## src/rtl/fighter_stats_if.sv

```systemverilog
// Bundle between the combat controller (master) and one fighter_stats instance (slave).
interface fighter_stats_if #(
  parameter int HP_W   = 9,
  parameter int SP_W   = 5,
  parameter int DMG_W  = 6,
  parameter int COST_W = 3
) ();
  logic              tick;
  logic              start;
  logic [1:0]        class_sel;
  logic              hit_valid;
  logic [DMG_W-1:0]  hit_dmg;
  logic              heal_valid;
  logic [DMG_W-1:0]  heal_amt;
  logic              spend_valid;
  logic [COST_W-1:0] spend_cost;
  logic              spend_ok;
  logic              spend_fail;
  logic [HP_W-1:0]   health;
  logic [SP_W-1:0]   special;
  logic [2:0]        speed;
  logic [2:0]        dodge;
  logic [2:0]        color;
  logic [1:0]        state;
  logic              ko_pulse;
  logic              dodge_pulse;

  modport master (
    output tick, start, class_sel, hit_valid, hit_dmg, heal_valid, heal_amt,
           spend_valid, spend_cost,
    input  spend_ok, spend_fail, health, special, speed, dodge, color, state,
           ko_pulse, dodge_pulse
  );

  modport slave (
    input  tick, start, class_sel, hit_valid, hit_dmg, heal_valid, heal_amt,
           spend_valid, spend_cost,
    output spend_ok, spend_fail, health, special, speed, dodge, color, state,
           ko_pulse, dodge_pulse
  );
endinterface

```

## src/rtl/fighter_stats.sv

```systemverilog
// Per-player health/special tracker with invulnerability, regen and KO detection.
// Optional hit evasion via an 8-bit LFSR when FIGHTER_DODGE_EN is defined.
module fighter_stats #(
  parameter int HP_W         = 9,
  parameter int SP_W         = 5,
  parameter int DMG_W        = 6,
  parameter int COST_W       = 3,
  parameter int REGEN_TICKS  = 16,
  parameter int INVULN_TICKS = 4
) (
  input  logic            clk,
  input  logic            rst_n,
  fighter_stats_if.slave  bus
);
  // state  | meaning
  // IDLE   | no class loaded, inputs ignored
  // ALIVE  | hits land, regen runs
  // INVULN | hits dropped until invuln counter expires
  // KO     | health 0, frozen until start
  localparam logic [1:0] S_IDLE   = 2'd0;
  localparam logic [1:0] S_ALIVE  = 2'd1;
  localparam logic [1:0] S_INVULN = 2'd2;
  localparam logic [1:0] S_KO     = 2'd3;

  localparam int RW = $clog2(REGEN_TICKS + 1);
  localparam int IW = $clog2(INVULN_TICKS + 1);
  localparam int XW = HP_W + 2;

  logic [1:0]      state_q,   state_d;
  logic [HP_W-1:0] health_q,  health_d;
  logic [SP_W-1:0] special_q, special_d;
  logic [HP_W-1:0] max_hp_q,  max_hp_d;
  logic [SP_W-1:0] max_sp_q,  max_sp_d;
  logic [2:0]      speed_q,   speed_d;
  logic [2:0]      dodge_q,   dodge_d;
  logic [2:0]      color_q,   color_d;
  logic [RW-1:0]   regen_q,   regen_d;
  logic [IW-1:0]   invuln_q,  invuln_d;
  logic            ok_q, ok_d, fail_q, fail_d, ko_q, ko_d, dp_q, dp_d;

  logic [HP_W-1:0] rost_hp;
  logic [SP_W-1:0] rost_sp;
  logic [2:0]      rost_spd, rost_dg, rost_col;
  logic            dodged;
  logic [XW-1:0]   dmg_x, heal_x;
  logic signed [XW-1:0] sum;
  logic [HP_W-1:0] hp_new;
  logic [SP_W-1:0] sp_v, cost_x;

  always_comb begin
    case (bus.class_sel)
      2'd0:    begin rost_hp = HP_W'(175); rost_spd = 3'd4; rost_dg = 3'd5; rost_sp = SP_W'(8);  rost_col = 3'b110; end
      2'd1:    begin rost_hp = HP_W'(150); rost_spd = 3'd6; rost_dg = 3'd7; rost_sp = SP_W'(10); rost_col = 3'b011; end
      2'd2:    begin rost_hp = HP_W'(200); rost_spd = 3'd2; rost_dg = 3'd5; rost_sp = SP_W'(10); rost_col = 3'b000; end
      default: begin rost_hp = HP_W'(150); rost_spd = 3'd7; rost_dg = 3'd7; rost_sp = SP_W'(8);  rost_col = 3'b010; end
    endcase
  end

`ifdef FIGHTER_DODGE_EN
  logic [7:0] lfsr_q;

  always_ff @(posedge clk or negedge rst_n) begin
    if (!rst_n) lfsr_q <= 8'hA5;
    else        lfsr_q <= {lfsr_q[6:0], lfsr_q[7] ^ lfsr_q[5] ^ lfsr_q[4] ^ lfsr_q[3]};
  end

  assign dodged = bus.hit_valid && (state_q == S_ALIVE) && (lfsr_q[3:0] < {1'b0, dodge_q});
`else
  assign dodged = 1'b0;
`endif

  always_comb begin
    state_d   = state_q;
    health_d  = health_q;
    special_d = special_q;
    max_hp_d  = max_hp_q;
    max_sp_d  = max_sp_q;
    speed_d   = speed_q;
    dodge_d   = dodge_q;
    color_d   = color_q;
    regen_d   = regen_q;
    invuln_d  = invuln_q;
    ok_d      = 1'b0;
    fail_d    = 1'b0;
    ko_d      = 1'b0;
    dp_d      = 1'b0;
    dmg_x     = '0;
    heal_x    = '0;
    sum       = '0;
    hp_new    = health_q;
    sp_v      = special_q;
    cost_x    = SP_W'(bus.spend_cost);

    if (bus.start) begin
      health_d  = rost_hp;
      special_d = rost_sp;
      max_hp_d  = rost_hp;
      max_sp_d  = rost_sp;
      speed_d   = rost_spd;
      dodge_d   = rost_dg;
      color_d   = rost_col;
      regen_d   = '0;
      invuln_d  = '0;
      state_d   = S_ALIVE;
    end else if (state_q == S_ALIVE || state_q == S_INVULN) begin
      if (bus.hit_valid && state_q == S_ALIVE && !dodged) dmg_x = XW'(bus.hit_dmg);
      if (bus.heal_valid) heal_x = XW'(bus.heal_amt);
      // widened so heal overshoot and damage underflow both clamp cleanly
      sum = $signed({2'b00, health_q}) + $signed(heal_x) - $signed(dmg_x);
      if (sum < 0)                                hp_new = '0;
      else if (sum > $signed({2'b00, max_hp_q}))  hp_new = max_hp_q;
      else                                        hp_new = sum[HP_W-1:0];
      health_d = hp_new;
      dp_d     = dodged;

      if (bus.spend_valid) begin
        if (cost_x <= special_q) begin
          sp_v = special_q - cost_x;
          ok_d = 1'b1;
        end else begin
          fail_d = 1'b1;
        end
      end
      if (bus.tick) begin
        if (regen_q == RW'(REGEN_TICKS - 1)) begin
          regen_d = '0;
          if (sp_v < max_sp_q) sp_v = sp_v + 1'b1;
        end else begin
          regen_d = regen_q + 1'b1;
        end
      end
      special_d = sp_v;

      if (hp_new == '0) begin
        state_d = S_KO;
        ko_d    = 1'b1;
      end else if (dmg_x != '0) begin
        state_d  = S_INVULN;
        invuln_d = IW'(INVULN_TICKS);
      end else if (state_q == S_INVULN && bus.tick) begin
        invuln_d = invuln_q - 1'b1;
        if (invuln_q == IW'(1)) state_d = S_ALIVE;
      end
    end
  end

  always_ff @(posedge clk or negedge rst_n) begin
    if (!rst_n) begin
      state_q   <= S_IDLE;
      health_q  <= '0;
      special_q <= '0;
      max_hp_q  <= '0;
      max_sp_q  <= '0;
      speed_q   <= '0;
      dodge_q   <= '0;
      color_q   <= '0;
      regen_q   <= '0;
      invuln_q  <= '0;
      ok_q      <= 1'b0;
      fail_q    <= 1'b0;
      ko_q      <= 1'b0;
      dp_q      <= 1'b0;
    end else begin
      state_q   <= state_d;
      health_q  <= health_d;
      special_q <= special_d;
      max_hp_q  <= max_hp_d;
      max_sp_q  <= max_sp_d;
      speed_q   <= speed_d;
      dodge_q   <= dodge_d;
      color_q   <= color_d;
      regen_q   <= regen_d;
      invuln_q  <= invuln_d;
      ok_q      <= ok_d;
      fail_q    <= fail_d;
      ko_q      <= ko_d;
      dp_q      <= dp_d;
    end
  end

  assign bus.state       = state_q;
  assign bus.health      = health_q;
  assign bus.special     = special_q;
  assign bus.speed       = speed_q;
  assign bus.dodge       = dodge_q;
  assign bus.color       = color_q;
  assign bus.spend_ok    = ok_q;
  assign bus.spend_fail  = fail_q;
  assign bus.ko_pulse    = ko_q;
  assign bus.dodge_pulse = dp_q;
endmodule

```

## src/flat_wrapper.sv

```systemverilog
// flat-port wrapper written by rule: the top's interface ports become plain ports
module fighter_stats_flat 
#(
  parameter int HP_W         = 9,
  parameter int SP_W         = 5,
  parameter int DMG_W        = 6,
  parameter int COST_W       = 3,
  parameter int REGEN_TICKS  = 16,
  parameter int INVULN_TICKS = 4
)
  (clk, rst_n, bus_tick, bus_start, bus_class_sel, bus_hit_valid, bus_hit_dmg, bus_heal_valid, bus_heal_amt, bus_spend_valid, bus_spend_cost, bus_spend_ok, bus_spend_fail, bus_health, bus_special, bus_speed, bus_dodge, bus_color, bus_state, bus_ko_pulse, bus_dodge_pulse);
  fighter_stats_if #(.HP_W(HP_W), .SP_W(SP_W), .DMG_W(DMG_W), .COST_W(COST_W)) bus_i ();
  input  logic clk;
  input  logic rst_n;
  input wire logic [$bits(bus_i.tick)-1:0] bus_tick;
  input wire logic [$bits(bus_i.start)-1:0] bus_start;
  input wire logic [$bits(bus_i.class_sel)-1:0] bus_class_sel;
  input wire logic [$bits(bus_i.hit_valid)-1:0] bus_hit_valid;
  input wire logic [$bits(bus_i.hit_dmg)-1:0] bus_hit_dmg;
  input wire logic [$bits(bus_i.heal_valid)-1:0] bus_heal_valid;
  input wire logic [$bits(bus_i.heal_amt)-1:0] bus_heal_amt;
  input wire logic [$bits(bus_i.spend_valid)-1:0] bus_spend_valid;
  input wire logic [$bits(bus_i.spend_cost)-1:0] bus_spend_cost;
  output wire logic [$bits(bus_i.spend_ok)-1:0] bus_spend_ok;
  output wire logic [$bits(bus_i.spend_fail)-1:0] bus_spend_fail;
  output wire logic [$bits(bus_i.health)-1:0] bus_health;
  output wire logic [$bits(bus_i.special)-1:0] bus_special;
  output wire logic [$bits(bus_i.speed)-1:0] bus_speed;
  output wire logic [$bits(bus_i.dodge)-1:0] bus_dodge;
  output wire logic [$bits(bus_i.color)-1:0] bus_color;
  output wire logic [$bits(bus_i.state)-1:0] bus_state;
  output wire logic [$bits(bus_i.ko_pulse)-1:0] bus_ko_pulse;
  output wire logic [$bits(bus_i.dodge_pulse)-1:0] bus_dodge_pulse;
  assign bus_i.tick = bus_tick;
  assign bus_i.start = bus_start;
  assign bus_i.class_sel = bus_class_sel;
  assign bus_i.hit_valid = bus_hit_valid;
  assign bus_i.hit_dmg = bus_hit_dmg;
  assign bus_i.heal_valid = bus_heal_valid;
  assign bus_i.heal_amt = bus_heal_amt;
  assign bus_i.spend_valid = bus_spend_valid;
  assign bus_i.spend_cost = bus_spend_cost;
  assign bus_spend_ok = bus_i.spend_ok;
  assign bus_spend_fail = bus_i.spend_fail;
  assign bus_health = bus_i.health;
  assign bus_special = bus_i.special;
  assign bus_speed = bus_i.speed;
  assign bus_dodge = bus_i.dodge;
  assign bus_color = bus_i.color;
  assign bus_state = bus_i.state;
  assign bus_ko_pulse = bus_i.ko_pulse;
  assign bus_dodge_pulse = bus_i.dodge_pulse;
  fighter_stats #(.HP_W(HP_W), .SP_W(SP_W), .DMG_W(DMG_W), .COST_W(COST_W), .REGEN_TICKS(REGEN_TICKS), .INVULN_TICKS(INVULN_TICKS)) u_core (.clk(clk), .rst_n(rst_n), .bus(bus_i));
endmodule
```

## config.mk

```make
export PLATFORM = sky130hd
export DESIGN_NAME = fighter_stats_flat
export DESIGN_NICKNAME = d
export VERILOG_FILES = /design/src/rtl/fighter_stats_if.sv /design/src/rtl/fighter_stats.sv /design/src/flat_wrapper.sv
export SDC_FILE = /design/constraint.sdc
export NUM_CORES = 1
export LEC_CHECK = 0
export ABC_AREA = 0
export CAP_MARGIN = 10
export CORE_UTILIZATION = 27
export DETAILED_ROUTE_END_ITERATION = 12
export GPL_TIMING_DRIVEN = 0
export RECOVER_POWER = 50
export SLEW_MARGIN = 10
export SYNTH_ARGS = -nofsm -noshare
export SYNTH_HDL_FRONTEND = slang
export SYNTH_SLANG_ARGS = --single-unit
```

## constraint.sdc

```tcl
create_clock -name clk -period 5.2 [get_ports clk]
set_input_delay 1.04 -clock clk [delete_from_list [all_inputs] [get_ports clk]]
set_output_delay 1.04 -clock clk [all_outputs]
set_load 0.05 [all_outputs]
```

After elaboration in Yosys (flattened, before gate mapping)
Cells that the tools add are included.
{"block": "totals", "latchBits": 0, "mem_bits_ro": 0, "ram_bits": 0, "n_memories": 0, "output_inout_bits": 29, "wordCells": 98, "regBits": 50}
{"block": "op_classes", "mux": 52, "add_sub_neg": 6, "reduce_logical": 16, "bitwise_logic": 0, "div": 0, "n_eq_ne": 7, "shifts": 0, "multipliers": 0, "order_cmp": 4}
{"operator": "5-bit two-way mux", "count": 13}
{"operator": "9-bit two-way mux", "count": 6}
{"operator": "11-bit two-way mux", "count": 4}
{"operator": "3-bit case mux with 3 select lines", "count": 2}
{"operator": "2-bit two-way mux", "count": 8}
{"operator": "3-bit two-way mux", "count": 5}
{"operator": "7-bit case mux with 2 select lines", "count": 1}
{"operator": "6-bit two-way mux", "count": 2}
{"operator": "10-bit by 11-bit adder with 11-bit output", "count": 1}
{"operator": "11-bit by 10-bit > comparator with 1-bit output", "count": 1}
{"operator": "11-bit by 1-bit < comparator with 1-bit output (second input constant)", "count": 1}
{"operator": "1-bit two-way mux", "count": 11}
{"operator": "11-bit nonzero test", "count": 1}
{"operator": "11-bit subtractor", "count": 1}
{"operator": "5-bit by 1-bit adder with 5-bit output (second input constant)", "count": 2}
{"operator": "9-bit zero test", "count": 1}
{"operator": "4-bit nonzero test", "count": 2}
{"operator": "3-bit AND reduction", "count": 2}
{"operator": "5-bit by 4-bit == test with 1-bit output (second input constant)", "count": 1}
{"operator": "3-bit by 5-bit <= comparator with 1-bit output", "count": 1}
{"operator": "5-bit < comparator", "count": 1}
{"operator": "5-bit by 3-bit subtractor with 5-bit output", "count": 1}
{"operator": "2-bit by 1-bit == test with 1-bit output (second input constant)", "count": 2}
{"operator": "2-bit == test (second input constant)", "count": 2}
{"operator": "10 further kinds", "count": 13}

Logic depth before layout (Yosys ltp)
Gate-level depths: netlist (run 1).
{"block": "logic_depth", "depth_word": 15, "mapped_depth": 19, "mapped_depth_nobuf": 19}

Least setup slack after synthesis (run 1)
Ideal clock, no wire load.
{"block": "synth_timing", "path_kind": "input to register", "from": "in bus_hit_dmg[2]", "to": "reg u_core.invuln_q[2]", "setup_ns": 0.121, "t_required_ns": 5.079, "arrival_ns": 4.736, "path_buffers": 0, "cell_stages": 15, "path_slack_ns": 0.343, "cell_sequence": "and3_1 fa_1 inv_1 ha_1 a211oi_2 or2_1 o311ai_1 ha_1 nand4_1 a21oi_1 a2111o_1 a22o_4 o211ai_1 nand4_1 a32o_2"}
{"block": "synth_between", "elab_chain_cells": 12, "word_cells_on_any_way": 19}
{"element": "from (decl)", "line": "flat_wrapper.sv:19", "rtl": "input wire logic [$bits(bus_i.hit_dmg)-1:0] bus_hit_dmg;"}
{"element": "6-bit two-way mux (*)", "line": "fighter_stats.sv:106", "rtl": "if (bus.hit_valid && state_q == S_ALIVE && !dodged) dmg_x = XW'(bus.hit_dmg);"}
{"element": "11-bit two-way mux (*)", "line": "fighter_stats.sv:105", "rtl": "end else if (state_q == S_ALIVE || state_q == S_INVULN) begin"}
{"element": "11-bit two-way mux (*)", "line": "fighter_stats.sv:94", "rtl": "if (bus.start) begin"}
{"element": "11-bit subtractor", "line": "fighter_stats.sv:109", "rtl": "sum = $signed({2'b00, health_q}) + $signed(heal_x) - $signed(dmg_x);"}
{"element": "11-bit by 10-bit > comparator with 1-bit output", "line": "fighter_stats.sv:111", "rtl": "else if (sum > $signed({2'b00, max_hp_q})) hp_new = max_hp_q;"}
{"element": "9-bit two-way mux", "line": "fighter_stats.sv:111"}
{"element": "9-bit two-way mux", "line": "fighter_stats.sv:110", "rtl": "if (sum < 0) hp_new = '0;"}
{"element": "9-bit two-way mux", "line": "fighter_stats.sv:105"}
{"element": "9-bit two-way mux", "line": "fighter_stats.sv:94"}
{"element": "9-bit zero test", "line": "fighter_stats.sv:134", "rtl": "if (hp_new == '0) begin"}
{"element": "2-bit inequality test (no line)"}
{"element": "3-bit AND reduction (no line)"}
{"element": "to (signal assigned)", "line": "fighter_stats.sv:173", "rtl": "invuln_q <= invuln_d;"}
{"element": "to (decl)", "line": "fighter_stats.sv:38", "rtl": "logic [IW-1:0] invuln_q, invuln_d;"}
Mark *: on every way between the ends. The rest lies on a longest branch, timed or not. The select of a mux whose other input is x is not followed.
A chain may end at the register's enable or synchronous reset.

Worst setup path after layout (run 1)
{"block": "layout_timing", "from": "in bus_heal_amt[1]", "to": "reg u_core.invuln_q[2]"}
{"block": "layout_between", "elab_chain_cells": 13, "word_cells_on_any_way": 14}
{"element": "from (decl)", "line": "flat_wrapper.sv:21", "rtl": "input wire logic [$bits(bus_i.heal_amt)-1:0] bus_heal_amt;"}
{"element": "6-bit two-way mux (*)", "line": "fighter_stats.sv:107", "rtl": "if (bus.heal_valid) heal_x = XW'(bus.heal_amt);"}
{"element": "11-bit two-way mux (*)", "line": "fighter_stats.sv:105"}
{"element": "11-bit two-way mux (*)", "line": "fighter_stats.sv:94"}
{"element": "10-bit by 11-bit adder with 11-bit output (*)", "line": "fighter_stats.sv:109"}
{"element": "11-bit subtractor (*)", "line": "fighter_stats.sv:109"}
{"element": "11-bit by 10-bit > comparator with 1-bit output", "line": "fighter_stats.sv:111"}
{"element": "9-bit two-way mux", "line": "fighter_stats.sv:111"}
{"element": "9-bit two-way mux (*)", "line": "fighter_stats.sv:110"}
{"element": "9-bit two-way mux (*)", "line": "fighter_stats.sv:105"}
{"element": "9-bit two-way mux (*)", "line": "fighter_stats.sv:94"}
{"element": "9-bit zero test (*)", "line": "fighter_stats.sv:134"}
{"element": "2-bit inequality test (no line) (*)"}
{"element": "3-bit AND reduction (no line) (*)"}
Marks and branches as above.

==> out/qor.yml, run 1 <==
timing:
  finalSetupViolCount: 0
  slew_headroom: -0.2995
  min_period_over_period: 0.9723
  hold_violations: 0
  finClkSkew_ns: 0.008187
  period_minus_slack_ns: 5.056
  fmax_mhz: 197.8
  fin_ws_ns: 0.1440
  holdWs_ns: 0.5076
  final_max_slew_viol_count: 36
  tightest_slew_ns: 1.949
synth:
  synthArstFlopShare: 1.000
  synth_cell_type_count: 72
  synth_area_um2: 3373
  synth.net_count: 448
  seq_area_frac_synth: 0.2745
  ys_ff_latch: 37
  ys_warn_count: 0
  syn_inst: 382
  avgSynthCellArea_um2: 8.830
  synthFlopType: "dfrtp_1"
  synth_edf_count: 0
placement:
  dpl.hpwl_um: 7070
  preCtsSetupSlack_ns: -0.6389
  portBuffers: 51
  gp_congestion: 0.8498
  place_area_um2: 4109
floorplanning:
  pin_count: 53
  die-area_um2: 12940
  die_w_um: 113.8
  die_h_um: 113.8
  core_area_um2: 12110
  initial_core_util: 0.2785
  row_count: 40
clock_network:
  cts_sinks: 37
  clk_latency_ns: 0.28
  cts_htree_levels: 2
  cts_tree: "yes"
  clkTransAtPathRegs_ns: 0.06
  cts-root-buf: "clkbuf_16"
  ctsLongestPathBuffers: 2
  cts_buffers: 5
route:
  drtIter0Drc: 124
  via_per_inst: 4.961
  num_vias: 3086
  wire_per_inst_um: 14.66
  drt-pass1-iter-count: 4
  ant_nets: 0
  drc_errors: 0
  drt_wl_total_um: 9120
layout:
  final_area_um2: 4443
  final_layout_size_suffix_gt1_frac: 0.1520
  area_delta_synth_final_pct: 31.71
  multi_input_comb_area_um2: 2292
  fin_nets: 519
  n_fill_cell: 1279
  diodes: 0
  regArea_um2: 925.9
critical_path:
  reg2reg_slack_ns: 0.49
  cp_max_fo: 4
  path_cells: "clkdlybuf4s50_1 > nand2_2 > fa_1 > inv_2 > fa_2 > a211oi_4 > or2_4 > and2_4 > ha_4 > a21o_1 > a21o_1 > a2111o_1 > a22o_4 > o211ai_1 > nand4_1 > a32o_2"
  critPathLaunchType: "primary input"
  arrival_ns: 5.23
  crit_top_cell: "a21o_1"
  slowest_stage: "fa_1"
  worstSetupPathType: "in -> reg"
  crit_path_end_kind: "flop"
  critPathMaxStageDelay_ns: 0.56
  critPathRequiredTime_ns: 5.37
flow_run:
  cap_viol_max_count: 1
global_routing:
  first_global_vias: 3055
  grtUsageTotal: 0.1407
  grt_pass1_wl_um: 14780
  antenna_found_initial: 0
  grt_max_degree: 36
  overflow: 0
status:
  status: "finished, violations left"
  violations: "capacitance limit, slew limit"
worst_hold_path:
  min_path_type: "reg -> reg"
[layout by cell type (no fill, tap or decap), types with 3 or more instances in the layout]
cell / synthesis / routed
nand3b_1: 3 / 3
nand3_1: 7 / 7
o21ai_0: 15 / 13
a221o_1: 3 / 3
nand4_1: 10 / 10
o21bai_1: 3 / 3
o21ai_1: 4 / 5
clkdlybuf4s50_1: 0 / 42
o21a_1: 4 / 4
dlygate4sd3_1: 0 / 5
buf_4: 8 / 20
nor2_1: 21 / 21
clkbuf_1: 7 / 11
a21o_1: 3 / 3
ha_4: 0 / 5
a21oi_1: 34 / 33
inv_1: 49 / 48
nand2b_1: 4 / 4
clkbuf_16: 0 / 5
nand2_1: 20 / 19
mux2_2: 3 / 3
nor2b_1: 3 / 3
nor3_1: 9 / 9
o31ai_1: 3 / 3
xor2_1: 4 / 4
and2_1: 4 / 3
fa_1: 7 / 6
ha_1: 35 / 29
and3_1: 15 / 15
dfrtp_1: 37 / 37
o211ai_1: 7 / 7
a21oi_2: 2 / 3
[worst paths after layout]
check | depth (start not counted) | start | endpoint
max | 16 | bus_heal_amt[1] | u_core.invuln_q[2]
min | 1 | u_core.bus.speed[0] | u_core.bus.speed[0]
max reg2reg | 17 | u_core.bus.state[1] | u_core.invuln_q[2]
min reg2reg | 1 | u_core.bus.speed[0] | u_core.bus.speed[0]
max in group asynchronous | 2 | rst_n | u_core.regen_q[3]
min in group asynchronous | 1 | rst_n | u_core.bus.special[0]
[synth_stat cells (all sizes together), types with 3 or more instances]
master	number	area share
nor3	10	0.018
clkbuf	7	0.0078
ha	35	0.13
a221o	3	0.0089
inv	50	0.056
o31ai	3	0.0067
nand2	20	0.022
nand3	7	0.010
nor2b	3	0.0056
nand3b	3	0.0067
a2111oi	3	0.017
a21oi	36	0.056
o21a	4	0.0089
o21bai	3	0.0067
buf	9	0.019
or2	4	0.0074
a21o	4	0.0093
o211ai	7	0.016
dfrtp	37	0.27
nand4	10	0.019
nand2b	4	0.0074
nor2	21	0.023
and3	16	0.031
xor2	4	0.010
a211oi	4	0.012
a22oi	3	0.0082
o21ai	19	0.028
or3	3	0.0070
fa	7	0.042
and2	4	0.0074
mux2	3	0.010
[per-stage QoR]
stage               utilization   TNS, ns  std cells
floorplan                     -         0        382
global placement         0.3380    -6.682        601
detailed placement       0.3393    -7.253        602
CTS                      0.3586         0        617
global route             0.3668  -0.04349        622
finish                   0.3668         0        622
[layer usage]
| metal | track usage | share of wire |
|---|---|---|
| met2 | 0.2528 | 0.50 |
| met3 | 0.01700 | 0.029 |
| met5 | 0 | 0 |
| met1 | 0.1818 | 0.46 |
| met4 | 0.02684 | 0.0057 |
[area by class of cell]
class,count,area share
Buffer,16,0.02028
Clock buffer,6,0.02901
Clock inverter,2,0.002253
Inverter,50,0.04224
Multi-Input combinational cell,279,0.5159
Sequential cell,37,0.2084
Tap cell,168,0.04731
Timing Repair Buffer,64,0.1346
[registers in the layout (all words and copies together), names as in the netlist, 2 cells and up]
signal,count
u_core.bus.speed,2
u_core.bus.dodge,2
u_core.max_hp_q,2
u_core.bus.health,9
u_core.regen_q,5
u_core.invuln_q,3
u_core.bus.color,3
u_core.bus.state,2
u_core.bus.special,5
[critical path, delay by kind of cell]
| kind | cells | cell delay [ns] |
|---|---|---|
| fa+ha+maj | 3 | 1.15 |
| simple gates | 4 | 0.59 |
| buf+inv | 2 | 0.55 |
| compound gates | 7 | 1.92 |
[repair_timing]
action | in CTS | in global routing
resized for setup | 11 | 14
pin swaps | 7 | 16
setup buffers | 7 | 5
setup endpoints to repair | 14 | 14
hold buffers | 0 | 0
[cells by family (layout without fill, tap and decap cells)]
family	after synthesis	in the layout	synth area share
AO/OA/AOI/OAI	113	113	0.2574
AND/OR/NAND/NOR	112	112	0.1817
buffers and inverters	66	138	0.08235
adder cells (fa/ha/maj)	42	42	0.1714
flip-flops	37	37	0.2745
XOR/XNOR	6	6	0.01558
multiplexers	5	5	0.01595
other	1	1	0.001112
Power of run 1 is left out: the tool's default activity adds up to more than one toggle a clock period on the data nets, which glitch-free logic cannot reach.
==> run 2: changes to the inputs <==
--- a/config.mk
+++ b/config.mk
@@ -15,3 +15,4 @@
 export SYNTH_ARGS = -nofsm -noshare
 export SYNTH_HDL_FRONTEND = slang
 export SYNTH_SLANG_ARGS = --single-unit
+export TNS_END_PERCENT = 100
==> results of run 2 <==
No change in the layout: final DEF, timing and power equal those of run 1.
Power of run 2 is left out for the same reason.
